--- config.mk ---
export PLATFORM = sky130hd
export DESIGN_NAME = mdr_host_sequencer_flat
export DESIGN_NICKNAME = d
export VERILOG_FILES = /design/src/rtl/mdr_host_sequencer_if.sv /design/src/rtl/mdr_host_sequencer.sv /design/src/flat_wrapper.sv
export SDC_FILE = /design/constraint.sdc
export NUM_CORES = 1
export LEC_CHECK = 0
export CAP_MARGIN = 25
export CORE_MARGIN = 2
export CORE_UTILIZATION = 48
export DETAILED_ROUTE_END_ITERATION = 10
export PLACE_DENSITY_LB_ADDON = 0.05
export SLEW_MARGIN = 20
export SYNTH_ARGS = -nofsm -noshare
export SYNTH_HDL_FRONTEND = slang
export SYNTH_SLANG_ARGS = --single-unit
--- constraint.sdc ---
create_clock -name clk -period 4.2 [get_ports clk]
set_input_delay 0.42 -clock clk [delete_from_list [all_inputs] [get_ports clk]]
set_output_delay 0.42 -clock clk [all_outputs]
set_load 0.02 [all_outputs]
--- src/rtl/mdr_host_sequencer_if.sv ---
// Bundle of the command/response handshake and the MDR operand-loading bus.
// The master modport is the sequencer's view; slave is the command source plus MDR side.
interface mdr_host_sequencer_if #(
  parameter int unsigned DW = 16
);
  logic          req_valid;
  logic          req_ready;
  logic [1:0]    req_op;
  logic [DW-1:0] req_x;
  logic [DW-1:0] req_y;
  logic          rsp_valid;
  logic          rsp_ready;
  logic [DW-1:0] rsp_result;
  logic [DW-1:0] rsp_reminder;
  logic          rsp_error;
  logic          rsp_timeout;
  logic          mdr_start;
  logic [1:0]    mdr_op;
  logic          mdr_load;
  logic [DW-1:0] mdr_data;
  logic          mdr_load_x;
  logic          mdr_load_y;
  logic          mdr_ready;
  logic          mdr_error;
  logic [DW-1:0] mdr_result;
  logic [DW-1:0] mdr_reminder;

  modport master (
    input  req_valid, req_op, req_x, req_y, rsp_ready,
    input  mdr_load_x, mdr_load_y, mdr_ready, mdr_error, mdr_result, mdr_reminder,
    output req_ready, rsp_valid, rsp_result, rsp_reminder, rsp_error, rsp_timeout,
    output mdr_start, mdr_op, mdr_load, mdr_data
  );

  modport slave (
    output req_valid, req_op, req_x, req_y, rsp_ready,
    output mdr_load_x, mdr_load_y, mdr_ready, mdr_error, mdr_result, mdr_reminder,
    input  req_ready, rsp_valid, rsp_result, rsp_reminder, rsp_error, rsp_timeout,
    input  mdr_start, mdr_op, mdr_load, mdr_data
  );
endinterface

--- src/rtl/mdr_host_sequencer.sv ---
// Initiator-side sequencer for the MDR unit: takes one command, walks the MDR
// operand-loading protocol, and returns the captured result with a timeout watchdog.
module mdr_host_sequencer #(
  parameter int unsigned DW      = 16,
  parameter int unsigned TIMEOUT = 1024
) (
  input  logic                 clk,
  input  logic                 rst,
  mdr_host_sequencer_if.master bus
);

  localparam int unsigned   CW        = $clog2(TIMEOUT + 32'd2);
  localparam int unsigned   TO_LAST   = (TIMEOUT == 32'd0) ? 32'd0 : TIMEOUT - 32'd1;
  localparam logic [CW-1:0] TO_LAST_C = CW'(TO_LAST);
  localparam logic [1:0]    OP_SQRT   = 2'b10;
  localparam logic [1:0]    OP_ILL    = 2'b11;

  typedef enum logic [3:0] {
    S_IDLE     = 4'd0,
    S_START    = 4'd1,
    S_WAIT_LX  = 4'd2,
    S_LOAD_X   = 4'd3,
    S_GAP_X    = 4'd4,
    S_WAIT_LY  = 4'd5,
    S_LOAD_Y   = 4'd6,
    S_GAP_Y    = 4'd7,
    S_WAIT_RDY = 4'd8,
    S_RESP     = 4'd9
  } state_t;

  state_t        state_q, state_d;
  logic [1:0]    op_q, op_d;
  logic [DW-1:0] x_q, x_d, y_q, y_d;
  logic [CW-1:0] cnt_q, cnt_d;
  logic          req_ready_q, req_ready_d;
  logic          rsp_valid_q, rsp_valid_d;
  logic [DW-1:0] rsp_result_q, rsp_result_d;
  logic [DW-1:0] rsp_reminder_q, rsp_reminder_d;
  logic          rsp_error_q, rsp_error_d;
  logic          rsp_timeout_q, rsp_timeout_d;
  logic          mdr_start_q, mdr_start_d;
  logic [1:0]    mdr_op_q, mdr_op_d;
  logic          mdr_load_q, mdr_load_d;
  logic [DW-1:0] mdr_data_q, mdr_data_d;
  logic          evt_s;
  logic          wd_hit_s;

  // Progress event awaited by the current WAIT state, and watchdog expiry.
  always_comb begin
    evt_s = 1'b0;
    case (state_q)
      S_WAIT_LX:  evt_s = bus.mdr_load_x;
      S_WAIT_LY:  evt_s = bus.mdr_load_y;
      S_WAIT_RDY: evt_s = bus.mdr_ready;
      default:    evt_s = 1'b0;
    endcase
    wd_hit_s = (TIMEOUT != 32'd0) && (cnt_q == TO_LAST_C);
  end

  // Next state and next values of every registered output.
  always_comb begin
    state_d        = state_q;
    op_d           = op_q;
    x_d            = x_q;
    y_d            = y_q;
    cnt_d          = {CW{1'b0}};
    rsp_valid_d    = rsp_valid_q;
    rsp_result_d   = rsp_result_q;
    rsp_reminder_d = rsp_reminder_q;
    rsp_error_d    = rsp_error_q;
    rsp_timeout_d  = rsp_timeout_q;
    mdr_op_d       = mdr_op_q;
    case (state_q)
      S_IDLE: begin
        if (bus.req_valid) begin
          op_d = bus.req_op;
          x_d  = bus.req_x;
          y_d  = bus.req_y;
          if (bus.req_op == OP_ILL) begin
            state_d     = S_RESP;
            rsp_valid_d = 1'b1;
            rsp_error_d = 1'b1;
          end else begin
            state_d  = S_START;
            mdr_op_d = bus.req_op;
          end
        end else begin
          state_d = S_IDLE;
        end
      end
      S_START: state_d = S_WAIT_LX;
      S_WAIT_LX, S_WAIT_LY, S_WAIT_RDY: begin
        // Error wins over any simultaneous progress event or watchdog expiry.
        if (bus.mdr_error) begin
          state_d        = S_RESP;
          rsp_valid_d    = 1'b1;
          rsp_error_d    = 1'b1;
          rsp_result_d   = {DW{1'b0}};
          rsp_reminder_d = {DW{1'b0}};
        end else if (evt_s) begin
          case (state_q)
            S_WAIT_LX: state_d = S_LOAD_X;
            S_WAIT_LY: state_d = S_LOAD_Y;
            default: begin
              state_d        = S_RESP;
              rsp_valid_d    = 1'b1;
              rsp_error_d    = 1'b0;
              rsp_result_d   = bus.mdr_result;
              rsp_reminder_d = bus.mdr_reminder;
            end
          endcase
        end else if (wd_hit_s) begin
          state_d        = S_RESP;
          rsp_valid_d    = 1'b1;
          rsp_timeout_d  = 1'b1;
          rsp_error_d    = 1'b0;
          rsp_result_d   = {DW{1'b0}};
          rsp_reminder_d = {DW{1'b0}};
        end else begin
          cnt_d = cnt_q + CW'(1);
        end
      end
      S_LOAD_X: state_d = S_GAP_X;
      S_GAP_X: begin
        if (op_q == OP_SQRT) begin
          state_d = S_WAIT_RDY;
        end else begin
          state_d = S_WAIT_LY;
        end
      end
      S_LOAD_Y: state_d = S_GAP_Y;
      S_GAP_Y:  state_d = S_WAIT_RDY;
      S_RESP: begin
        if (bus.rsp_ready) begin
          state_d        = S_IDLE;
          rsp_valid_d    = 1'b0;
          rsp_result_d   = {DW{1'b0}};
          rsp_reminder_d = {DW{1'b0}};
          rsp_error_d    = 1'b0;
          rsp_timeout_d  = 1'b0;
          mdr_op_d       = 2'b00;
        end else begin
          state_d = S_RESP;
        end
      end
      default: state_d = S_IDLE;
    endcase

    req_ready_d = (state_d == S_IDLE);
    mdr_start_d = (state_d == S_START);
    mdr_load_d  = (state_d == S_LOAD_X) || (state_d == S_LOAD_Y);
    case (state_d)
      S_LOAD_X, S_GAP_X: mdr_data_d = x_q;
      S_LOAD_Y, S_GAP_Y: mdr_data_d = y_q;
      default:           mdr_data_d = {DW{1'b0}};
    endcase
  end

  // State, captured command, watchdog and output registers.
  always_ff @(posedge clk or posedge rst) begin
    if (rst) begin
      state_q        <= S_IDLE;
      op_q           <= 2'b00;
      x_q            <= {DW{1'b0}};
      y_q            <= {DW{1'b0}};
      cnt_q          <= {CW{1'b0}};
      req_ready_q    <= 1'b1;
      rsp_valid_q    <= 1'b0;
      rsp_result_q   <= {DW{1'b0}};
      rsp_reminder_q <= {DW{1'b0}};
      rsp_error_q    <= 1'b0;
      rsp_timeout_q  <= 1'b0;
      mdr_start_q    <= 1'b0;
      mdr_op_q       <= 2'b00;
      mdr_load_q     <= 1'b0;
      mdr_data_q     <= {DW{1'b0}};
    end else begin
      state_q        <= state_d;
      op_q           <= op_d;
      x_q            <= x_d;
      y_q            <= y_d;
      cnt_q          <= cnt_d;
      req_ready_q    <= req_ready_d;
      rsp_valid_q    <= rsp_valid_d;
      rsp_result_q   <= rsp_result_d;
      rsp_reminder_q <= rsp_reminder_d;
      rsp_error_q    <= rsp_error_d;
      rsp_timeout_q  <= rsp_timeout_d;
      mdr_start_q    <= mdr_start_d;
      mdr_op_q       <= mdr_op_d;
      mdr_load_q     <= mdr_load_d;
      mdr_data_q     <= mdr_data_d;
    end
  end

  assign bus.req_ready    = req_ready_q;
  assign bus.rsp_valid    = rsp_valid_q;
  assign bus.rsp_result   = rsp_result_q;
  assign bus.rsp_reminder = rsp_reminder_q;
  assign bus.rsp_error    = rsp_error_q;
  assign bus.rsp_timeout  = rsp_timeout_q;
  assign bus.mdr_start    = mdr_start_q;
  assign bus.mdr_op       = mdr_op_q;
  assign bus.mdr_load     = mdr_load_q;
  assign bus.mdr_data     = mdr_data_q;

endmodule

--- src/flat_wrapper.sv ---
// flat-port wrapper written by rule: the top's interface ports become plain ports
module mdr_host_sequencer_flat 
#(
  parameter int unsigned DW      = 16,
  parameter int unsigned TIMEOUT = 1024
)
  (clk, rst, bus_req_valid, bus_req_op, bus_req_x, bus_req_y, bus_rsp_ready, bus_mdr_load_x, bus_mdr_load_y, bus_mdr_ready, bus_mdr_error, bus_mdr_result, bus_mdr_reminder, bus_req_ready, bus_rsp_valid, bus_rsp_result, bus_rsp_reminder, bus_rsp_error, bus_rsp_timeout, bus_mdr_start, bus_mdr_op, bus_mdr_load, bus_mdr_data);
  mdr_host_sequencer_if #(.DW(DW)) bus_i ();
  input  logic clk;
  input  logic rst;
  input wire logic [$bits(bus_i.req_valid)-1:0] bus_req_valid;
  input wire logic [$bits(bus_i.req_op)-1:0] bus_req_op;
  input wire logic [$bits(bus_i.req_x)-1:0] bus_req_x;
  input wire logic [$bits(bus_i.req_y)-1:0] bus_req_y;
  input wire logic [$bits(bus_i.rsp_ready)-1:0] bus_rsp_ready;
  input wire logic [$bits(bus_i.mdr_load_x)-1:0] bus_mdr_load_x;
  input wire logic [$bits(bus_i.mdr_load_y)-1:0] bus_mdr_load_y;
  input wire logic [$bits(bus_i.mdr_ready)-1:0] bus_mdr_ready;
  input wire logic [$bits(bus_i.mdr_error)-1:0] bus_mdr_error;
  input wire logic [$bits(bus_i.mdr_result)-1:0] bus_mdr_result;
  input wire logic [$bits(bus_i.mdr_reminder)-1:0] bus_mdr_reminder;
  output wire logic [$bits(bus_i.req_ready)-1:0] bus_req_ready;
  output wire logic [$bits(bus_i.rsp_valid)-1:0] bus_rsp_valid;
  output wire logic [$bits(bus_i.rsp_result)-1:0] bus_rsp_result;
  output wire logic [$bits(bus_i.rsp_reminder)-1:0] bus_rsp_reminder;
  output wire logic [$bits(bus_i.rsp_error)-1:0] bus_rsp_error;
  output wire logic [$bits(bus_i.rsp_timeout)-1:0] bus_rsp_timeout;
  output wire logic [$bits(bus_i.mdr_start)-1:0] bus_mdr_start;
  output wire logic [$bits(bus_i.mdr_op)-1:0] bus_mdr_op;
  output wire logic [$bits(bus_i.mdr_load)-1:0] bus_mdr_load;
  output wire logic [$bits(bus_i.mdr_data)-1:0] bus_mdr_data;
  assign bus_i.req_valid = bus_req_valid;
  assign bus_i.req_op = bus_req_op;
  assign bus_i.req_x = bus_req_x;
  assign bus_i.req_y = bus_req_y;
  assign bus_i.rsp_ready = bus_rsp_ready;
  assign bus_i.mdr_load_x = bus_mdr_load_x;
  assign bus_i.mdr_load_y = bus_mdr_load_y;
  assign bus_i.mdr_ready = bus_mdr_ready;
  assign bus_i.mdr_error = bus_mdr_error;
  assign bus_i.mdr_result = bus_mdr_result;
  assign bus_i.mdr_reminder = bus_mdr_reminder;
  assign bus_req_ready = bus_i.req_ready;
  assign bus_rsp_valid = bus_i.rsp_valid;
  assign bus_rsp_result = bus_i.rsp_result;
  assign bus_rsp_reminder = bus_i.rsp_reminder;
  assign bus_rsp_error = bus_i.rsp_error;
  assign bus_rsp_timeout = bus_i.rsp_timeout;
  assign bus_mdr_start = bus_i.mdr_start;
  assign bus_mdr_op = bus_i.mdr_op;
  assign bus_mdr_load = bus_i.mdr_load;
  assign bus_mdr_data = bus_i.mdr_data;
  mdr_host_sequencer #(.DW(DW), .TIMEOUT(TIMEOUT)) u_core (.clk(clk), .rst(rst), .bus(bus_i));
endmodule
==> results.yml, run 1 <==
synthesis:
  ys_top_cells_by_count: "nand2_1, dfrtp_1, inv_1, nand3_1, o21ai_1"
  syn_area_per_cell_um2: 9.84
  ys_warn_count: 0
  syn_nets: 546
  ys_seq_area_frac: 0.567
  synthArstFlopShare: 1.00
  synth.distinct_cells: 59
  synth_area_leaders: "dfrtp_1, nand2_1, nand3_1, o21ai_1, inv_1"
  synth_cells: 471
  yosys.area.top_type_share: 0.561
  syn-cell-area_mm2: 0.00464
  synth_edf_count: 0
  synth_ff_type: "dfrtp_1"
  synth-seq-cells: 105
  yosysMostFrequentCell: "nand2_1"
  yosys.area.top_type: "dfrtp_1"
die:
  fp.coreArea_mm2: 0.00928
  die_area_mm2: 0.0105
  start_util: 0.499
  die_w_um: 102
  ioPinCount: 130
  dieHeight_um: 102
  rows: 35
detailed_routing:
  viasPerCell: 5.01
  drc: 0
  drt_iter0_markers: 131
  wl_per_cell_um: 14.3
  vias: 3639
  drt_wl_total_mm: 10.4
  ant_nets: 0
  dr.pass1.iters: 4
worst_setup_path:
  worstSetupStartpoint: "u_core.state_q[1]"
  reg2reg_slack_ns: 1.50
  path_buf_inv: 0
  critPathMaxStageDelay_ns: 0.66
  cp.depth: 6
  worst_setup_path_end_kind: "flip-flop"
  cp_slowest_cell: "dfrtp_1"
  endpoint: "u_core.bus.mdr_data[15]"
  path_delay_family: "compound AO/OA/AOI/OAI gates"
  r2r_start: "u_core.state_q[1]"
  crit_arrival_ns: 2.99
  startpoint_type: "flip-flop"
  worstRegToRegCells: 6
  cp.required_ns: 4.50
  reg2reg_to: "u_core.bus.mdr_data[15]"
  cp_max_fo: 16
  crit_chain: "and4b_4 -> o211a_4 -> a2111oi_4 -> nand3_2 -> o32ai_4 -> a22o_1"
  critPathKind: "flip-flop to flip-flop"
placed_design:
  routabilityCongestion: 0.873
  place_inst: 710
  post-dp-hpwl_mm: 7.35
  place_ws_ns: 1.31
  port_buffers: 129
finish:
  fill_cells: 795
  multi_input_area_mm2: 0.00172
  nNetsFinal: 667
  regArea_mm2: 0.00263
  antennaDiodeCount: 0
  layout-drive-gt1-share: 0.0787
  area_growth_pct: 33.5
  final_cells: 726
timing:
  setup_viol: 0
  finalMaxSlewViolations: 0
  max_freq_mhz: 371
  fin_crit_sh: 0.642
  fin_skew_ns: 0.0186
  maxSlewHeadroom: 0.520
  fin_setup_tns_ns: 0
  period_needed_ns: 2.70
  rsz0062_at_grt: "no"
  tightest_slew_ns: 0.720
  worst_slack_ns: 1.50
  hold_viol_final: 0
cts:
  post_cts_buffers: 0
  ctsLongestPathBuffers: 2
  cts_inserted_buffers: 9
  clk_pin_slew_ns: 0.11
  cts-root-buf: "clkbuf_8"
  cts_num_sinks: 105
  cts_max_level: 3
  cts_tree: "yes"
  clock_latency_ns: 0.37
  hold_buffers: 0
  cts_resized: 0
grt:
  grt_pass1_wl_mm: 16.8
  grt_use_met3: 0.0445
  top_usage_layer: "met2"
  antenna_found_initial: 0
  grt_use_total: 0.208
  use_met2: 0.342
  grtUsageMet1: 0.274
  grt_max_degree: 65
  grt_overflow: 0
  grt_pass1_vias: 3527
min_path:
  min_path_type: "input port to asynchronous set/reset pin"
flow_run:
  max_cap_violations: 0
run_status:
  status: "finished, final reports clean"
pwr:
  p_total_mw: 3.29
  leakage_nw: 2.78
  irDropWorstVdd_v: 0.000321
  powerDensity_mw_per_mm2: 531
[layer usage]
layer | up-vias | share of wire
li1 | 1814 | -
met1 | 1715 | 0.45
met2 | 102 | 0.48
met3 | 8 | 0.050
met4 | 0 | 0.011
met5 | - | 0
[stage by stage]
step                      hold slack (ns)  area, µm²   util
after floorplan                     0.446       4640      -
after global placement              0.457       6010  0.647
after detailed placement            0.463       6010  0.647
after CTS                           0.286       6190  0.667
after global routing                0.308       6190  0.667
final                               0.299       6190  0.667
[flip-flops by register name, summed over array words and instances, names as in the netlist, 2 cells and up]
signal / flops
u_core.bus.mdr_data: 16
u_core.bus.rsp_reminder: 16
u_core.bus.rsp_result: 16
u_core.x_q: 16
u_core.y_q: 16
u_core.cnt_q: 11
u_core.state_q: 4
u_core.bus.mdr_op: 2
u_core.op_q: 2
[placed cells by master (no fill, tap or decap), types with 2 or more instances in the layout]
cell             count
or4b_1               2
o21bai_1             2
nor2_1              23
xnor2_1              3
nand2b_1             3
clkbuf_8             9
nor4b_2              2
nor2b_1              3
and2_1               2
inv_6                3
a21oi_1              3
clkdlybuf4s50_1    129
or4bb_1              2
nand3_1             38
a22oi_1              4
a22o_1              16
dfrtp_1            104
buf_4                6
a2111oi_4            2
nand4_1              3
nor3_1               3
nor3b_1              2
and3_1               2
inv_1               37
o21ai_1             32
o21ai_0              4
xor2_1               5
nand2_1            117
[power by group]
group          switching (mW)  leakage [nW]  internal [mW]  total, mW
combinational           0.741          1.30          0.516       1.26
clock                   0.361        0.0925          0.226      0.587
sequential              0.184          1.38           1.26       1.44
[layout make-up]
| cell class | instances | area share |
|---|---|---|
| Sequential cell | 105 | 0.425 |
| Multi-Input combinational cell | 302 | 0.277 |
| Timing Repair Buffer | 136 | 0.219 |
| Tap cell | 129 | 0.0261 |
| Inverter | 38 | 0.0234 |
| Clock buffer | 9 | 0.0200 |
| Clock inverter | 7 | 0.00950 |
[how the worst min path moves through the flow]
stage	depth (start not counted)	endpoint	slack, ns	start
after floorplan	2	u_core.y_q[0]	0.45	u_core.y_q[0]
after global placement	2	u_core.y_q[3]	0.46	u_core.y_q[3]
after detailed placement	2	u_core.x_q[7]	0.46	u_core.x_q[7]
after CTS	2	u_core.bus.mdr_data[0]	0.29	rst
after global routing	2	u_core.x_q[4]	0.31	rst
final	2	u_core.bus.mdr_data[0]	0.30	rst
[worst register-to-register path: cells and delay by family (launching register included)]
kind / cells / cell delay, ns
compound gates: 4 / 1.52
simple gates: 2 / 0.46
flops: 1 / 0.66
[cell families (layout without fill, tap and decap cells)]
kind of cell	count (synthesis)	after routing	share of synthesized area
buf+inv	64	190	0.0640
flops	105	105	0.567
mux	1	1	0.00243
xor+xnor	8	8	0.0151
simple gates	219	219	0.229
compound gates	73	73	0.119
fa+ha+maj	1	1	0.00270
(Power assumes the default switching activity.)
==> run 2, diff against run 1 <==
Clock period 4.2 ns to 2.7 ns, I/O delays scaled along.
==> run 2 against run 1 <==
  * Hold slack worse by 0.067 ns
  * Sequential power up 56%
  * First-iteration DRC count rose by 85%
  * Critical path depth rose by 1
  * Via count grew 0.19%
  * Global-route usage down 0.64 points
  * Combinational power rose by 58%
==> results.yml, run 2 (synthesis gave the netlist of run 1 again) <==
die:
  fp.coreArea_mm2: 0.00928
  rows: 35
  die_area_mm2: 0.0105
  die_w_um: 102
  start_util: 0.499
  dieHeight_um: 102
  ioPinCount: 130
placed_design:
  post-dp-hpwl_mm: 7.39
  port_buffers: 129
  place_area_mm2: 0.00606
  place_ws_ns: -0.0166
  routabilityCongestion: 0.875
timing:
  fin_skew_ns: 0.0149
  fin_crit_sh: 0.920
  hold_viol_final: 0
  period_needed_ns: 2.48
  finalMaxSlewViolations: 0
  maxSlewHeadroom: 0.586
  max_freq_mhz: 403
  fin_setup_tns_ns: 0
  worst_slack_ns: 0.217
  fin_hold_ws_ns: 0.232
  rsz0062_at_grt: "no"
  setup_viol: 0
  tightest_slew_ns: 0.616
detailed_routing:
  wl_per_cell_um: 14.3
  vias: 3646
  dr.pass1.iters: 4
  viasPerCell: 4.99
  drt_iter0_markers: 242
  drc: 0
  drt_wl_total_mm: 10.4
  ant_nets: 0
grt:
  top_usage_layer: "met2"
  grt_pass1_vias: 3433
  use_met2: 0.327
  grt_max_degree: 65
  grt_pass1_wl_mm: 16.5
  antenna_found_initial: 0
  grt_use_met3: 0.0390
  grt_use_total: 0.202
  grt_overflow: 0
  grtUsageMet1: 0.276
cts:
  clk_pin_slew_ns: 0.11
  cts-root-buf: "clkbuf_8"
  cts_resized: 0
  cts_max_level: 3
  cts_tree: "yes"
  cts_inserted_buffers: 9
  cts_num_sinks: 105
  clock_latency_ns: 0.36
  ctsLongestPathBuffers: 2
worst_setup_path:
  cp.required_ns: 2.95
  worst_setup_path_end_kind: "flip-flop"
  critPathKind: "flip-flop to flip-flop"
  worstRegToRegCells: 7
  cp_max_fo: 16
  startpoint_type: "flip-flop"
  crit_arrival_ns: 2.73
finish:
  design_area_mm2: 0.00632
  area_growth_pct: 36.3
  antennaDiodeCount: 0
  fill_cells: 748
  layout-drive-gt1-share: 0.0864
  multi_input_area_mm2: 0.00172
  nNetsFinal: 672
  final_cell_mix: "clkdlybuf4s50_1, nand2_1, dfrtp_1"
  regArea_mm2: 0.00263
  fin_util: 0.681
  final_common_cell: "clkdlybuf4s50_1"
pwr:
  powerDensity_mw_per_mm2: 847
  irDropWorstVdd_v: 0.000473
  leakage_nw: 2.83
run_status:
  status: "finished, final reports clean"
flow_run:
  max_cap_violations: 0
min_path:
  min_path_type: "input port to asynchronous set/reset pin"
[run 2: cell count changes in the layout (fill, tap and decap cells not counted)]
cell	previous run	this run
buf_12	1	4
buf_4	6	8
bufinv_16	0	2
clkbuf_8	9	10
clkinv_2	1	0
inv_4	1	0
inv_6	3	2
[run 2: metal layers]
layer	vias to the layer above	wire, µm
met3	11	540
li1	1816	-
met4	0	119
met2	95	5210
met5	-	0
met1	1724	4550
[run 2: worst max-delay path: stages (launching register included)]
cell and delay [ns]:
dfrtp_1 0.58, nor4bb_2 0.56, o211a_4 0.24, nor2_1 0.06, a2111oi_4 0.43, o32ai_4 0.16, buf_12 0.17, a22o_1 0.18
[run 2: repair_timing]
item                                   4_1_cts  5_1_grt
setup endpoints to repair                    0       16
endpoints found under the hold margin        0        0
hold buffers                                 0        0
buffers inserted                             0        1
[run 2: final timing paths]
check / endpoint / from / slack (ns)
setup / recovery: u_core.bus.mdr_data[15] / u_core.state_q[0] / 0.22
hold / removal: u_core.bus.rsp_reminder[8] / rst / 0.23
setup reg to reg: u_core.bus.mdr_data[15] / u_core.state_q[0] / 0.22
hold reg to reg: u_core.y_q[6] / u_core.y_q[6] / 0.48
max in group asynchronous: u_core.bus.req_ready / rst / 1.84
min in group clk: u_core.y_q[4] / bus_req_y[4] / 0.42
[run 2: stage by stage]
step	cells	power, mW
4_1_cts	730	5.37
3_5_place_dp	714	4.26
2_1_floorplan	471	3.62
5_1_grt	731	5.71
6_report	731	5.35
3_3_place_gp	714	4.20
[run 2: final cells by class]
class                           count  share of cell area
Inverter                           38              0.0232
Clock inverter                      6              0.0154
Multi-Input combinational cell    302               0.271
Sequential cell                   105               0.416
Timing Repair Buffer              141               0.227
Clock buffer                       10              0.0218
Tap cell                          129              0.0255
[run 2: power by group]
part | leakage, nW | switching [mW] | internal [mW]
Sequential | 1.38 | 0.283 | 1.96
Combinational | 1.33 | 1.15 | 0.841
Clock | 0.119 | 0.550 | 0.563
==> run 3, diff against run 2 <==
Clock period 2.7 ns to 2.57 ns, I/O delays scaled along.
==> run 3 against run 2 <==
  * Via count increased by 1.2%
  * Combinational power increased by 13%
  * Core utilization increased by 0.24 points
  * Hold slack improved by 0.17 ns
  * Power increased by 3.6%
  * Count of clock-buffer cells in the layout decreased by 1
  * Clock power decreased by 12%
  * Clock skew decreased by 0.0021 ns
  * Sequential power increased by 4%
  * Highest routed layer unchanged
==> results.yml, run 3 (synthesis gave the netlist of run 1 again) <==
timing:
  maxSlewHeadroom: 0.581
  max_freq_mhz: 403
  finalMaxSlewViolations: 0
  rsz0062_at_grt: "no"
  setup_viol: 0
  tightest_slew_ns: 0.624
  period_needed_ns: 2.48
  fin_crit_sh: 0.966
  fin_skew_ns: 0.0128
  hold_viol_final: 0
detailed_routing:
  drt-met1-wl_mm: 4.71
  drc: 0
  drt_iter0_markers: 156
  dr.pass1.iters: 4
  viasPerCell: 4.97
  wl_per_cell_um: 14.2
  vias: 3690
  ant_nets: 0
  highest_layer: "met4"
  drt_wl_total_mm: 10.6
  met2_length_mm: 5.10
  wl_met3_um: 592
placed_design:
  routabilityCongestion: 0.928
  post-dp-hpwl_mm: 7.51
  place_inst: 724
  place_area_mm2: 0.00613
  port_buffers: 129
pwr:
  power_frac_seq: 0.420
  pwr-share-comb: 0.404
  internal-power_mw: 3.40
  leakage_nw: 2.86
  switching_share: 0.387
  powerDensity_mw_per_mm2: 874
  irDropWorstVdd_v: 0.000501
  p_sw_mw: 2.15
  clock_power_share: 0.176
die:
  ioPinCount: 130
  die_w_um: 102
  start_util: 0.499
  rows: 35
  dieHeight_um: 102
  fp.coreArea_mm2: 0.00928
  die_area_mm2: 0.0105
worst_setup_path:
  reg2reg_slack_ns: 0.09
  crit_arrival_ns: 2.73
  worst_setup_path_end_kind: "flip-flop"
  startpoint_type: "flip-flop"
  path_buf_inv: 2
  cp_slowest_cell: "or4b_1"
  worstRegToRegCells: 8
  r2r_start: "u_core.state_q[0]"
  path_delay_family: "simple AND/OR/NAND/NOR gates"
  cp.depth: 8
  cp.required_ns: 2.81
  worst_path_most_repeated_cell: "buf_4"
  critPathMaxStageDelay_ns: 0.54
  crit_chain: "buf_4 -> nor4b_2 -> nor3_1 -> or4b_1 -> nand3_2 -> o32ai_4 -> buf_4 -> a22o_1"
  reg2reg_to: "u_core.bus.mdr_data[10]"
  cp_max_fo: 10
  critPathKind: "flip-flop to flip-flop"
finish:
  final_cell_mix: "clkdlybuf4s50_1, nand2_1, dfrtp_1"
  design_area_mm2: 0.00634
  antennaDiodeCount: 0
  nNetsFinal: 683
  regArea_mm2: 0.00263
  multi_input_area_mm2: 0.00172
  final_cells: 742
  fin_util: 0.683
  area_growth_pct: 36.8
  final_common_cell: "clkdlybuf4s50_1"
  layout-drive-gt1-share: 0.104
  fill_cells: 733
flow_run:
  max_cap_violations: 0
grt:
  grt_pass1_vias: 3494
  grt_pass1_wl_mm: 16.8
  antenna_found_initial: 0
  grt_max_degree: 106
  grt_use_total: 0.205
  grt_overflow: 0
cts:
  cts_tree: "yes"
  hold_buffers: 0
  cts_max_level: 3
  cts_num_sinks: 105
  cts_inserted_buffers: 9
  clk_pin_slew_ns: 0.11
  cts-root-buf: "clkbuf_8"
  ctsLongestPathBuffers: 2
  clock_latency_ns: 0.36
min_path:
  min_path_type: "input port to flip-flop"
  hold_path_end: "u_core.x_q[4]"
  hold_start: "bus_req_x[4]"
  holdPathStages: 3
run_status:
  status: "finished, final reports clean"
-- run 3: cell count changes in the layout (fill, tap and decap cells not counted) --
cell / before / now
dfrtp_2: 0 / 1
inv_8: 1 / 2
bufinv_16: 2 / 0
clkinv_4: 1 / 2
clkinv_2: 0 / 1
buf_12: 4 / 3
clkbuf_8: 10 / 9
buf_4: 8 / 20
dfrtp_1: 104 / 103
-- run 3: power by group through the flow --
stage	combinational [mW]	clock (mW)	sequential (mW)
6_report	2.24	0.976	2.33
5_1_grt	2.49	1.06	2.38
4_1_cts	2.26	1.00	2.33
3_5_place_dp	2.22	0	2.36
3_3_place_gp	2.16	0	2.34
2_1_floorplan	1.38	0	2.42
-- run 3: worst max path at each step --
stage | start | to | slack [ns]
after global routing | u_core.state_q[0] | u_core.bus.mdr_data[13] | 0.02
after floorplan | u_core.cnt_q[0] | u_core.bus.mdr_data[0] | 0.33
after CTS | u_core.state_q[1] | u_core.bus.mdr_data[13] | 0.09
after detailed placement | bus_mdr_load_y | u_core.bus.mdr_data[10] | -0.15
final | u_core.state_q[0] | u_core.bus.mdr_data[10] | 0.09
after global placement | bus_mdr_load_y | u_core.bus.mdr_data[7] | -0.04
-- run 3: repair_timing --
action                     4_1_cts  5_1_grt
pin swaps                        1        0
setup endpoints to repair       16        9
gates cloned                     0        0
setup buffers                    2        0
resized for setup                0        1
hold endpoints to repair         0        0
-- run 3: layout make-up --
| class | count | area share |
|---|---|---|
| well taps | 129 | 0.0255 |
| repair buffers | 152 | 0.237 |
| flip-flops and latches | 105 | 0.415 |
| clock buffers | 9 | 0.0195 |
| clock inverters | 7 | 0.00987 |
| multi-input cells | 302 | 0.271 |
| inverters | 38 | 0.0231 |
-- run 3: through the flow --
| step | worst slack [ns] | power (mW) | TNS (ns) | hold slack [ns] |
|---|---|---|---|---|
| floorplan | 0.327 | 3.80 | 0 | 0.362 |
| global placement | -0.0361 | 4.50 | -0.551 | 0.458 |
| detailed placement | -0.150 | 4.58 | -2.23 | 0.463 |
| CTS | 0.0888 | 5.59 | 0 | 0.393 |
| global route | 0.0241 | 5.93 | 0 | 0.392 |
| finish | 0.0868 | 5.54 | 0 | 0.405 |
-- run 3: per-layer routing --
metal  track usage  vias up
li1              -     1837
met1         0.282     1733
met2         0.331      107
met3        0.0328       13
met4        0.0718        0
met5             0        -
-- run 3: tightest hold or removal path, delay by kind of cell --
family / cells / cell delay (ns)
buffers and inverters: 1 / 0.39
AND/OR/NAND/NOR: 2 / 0.09
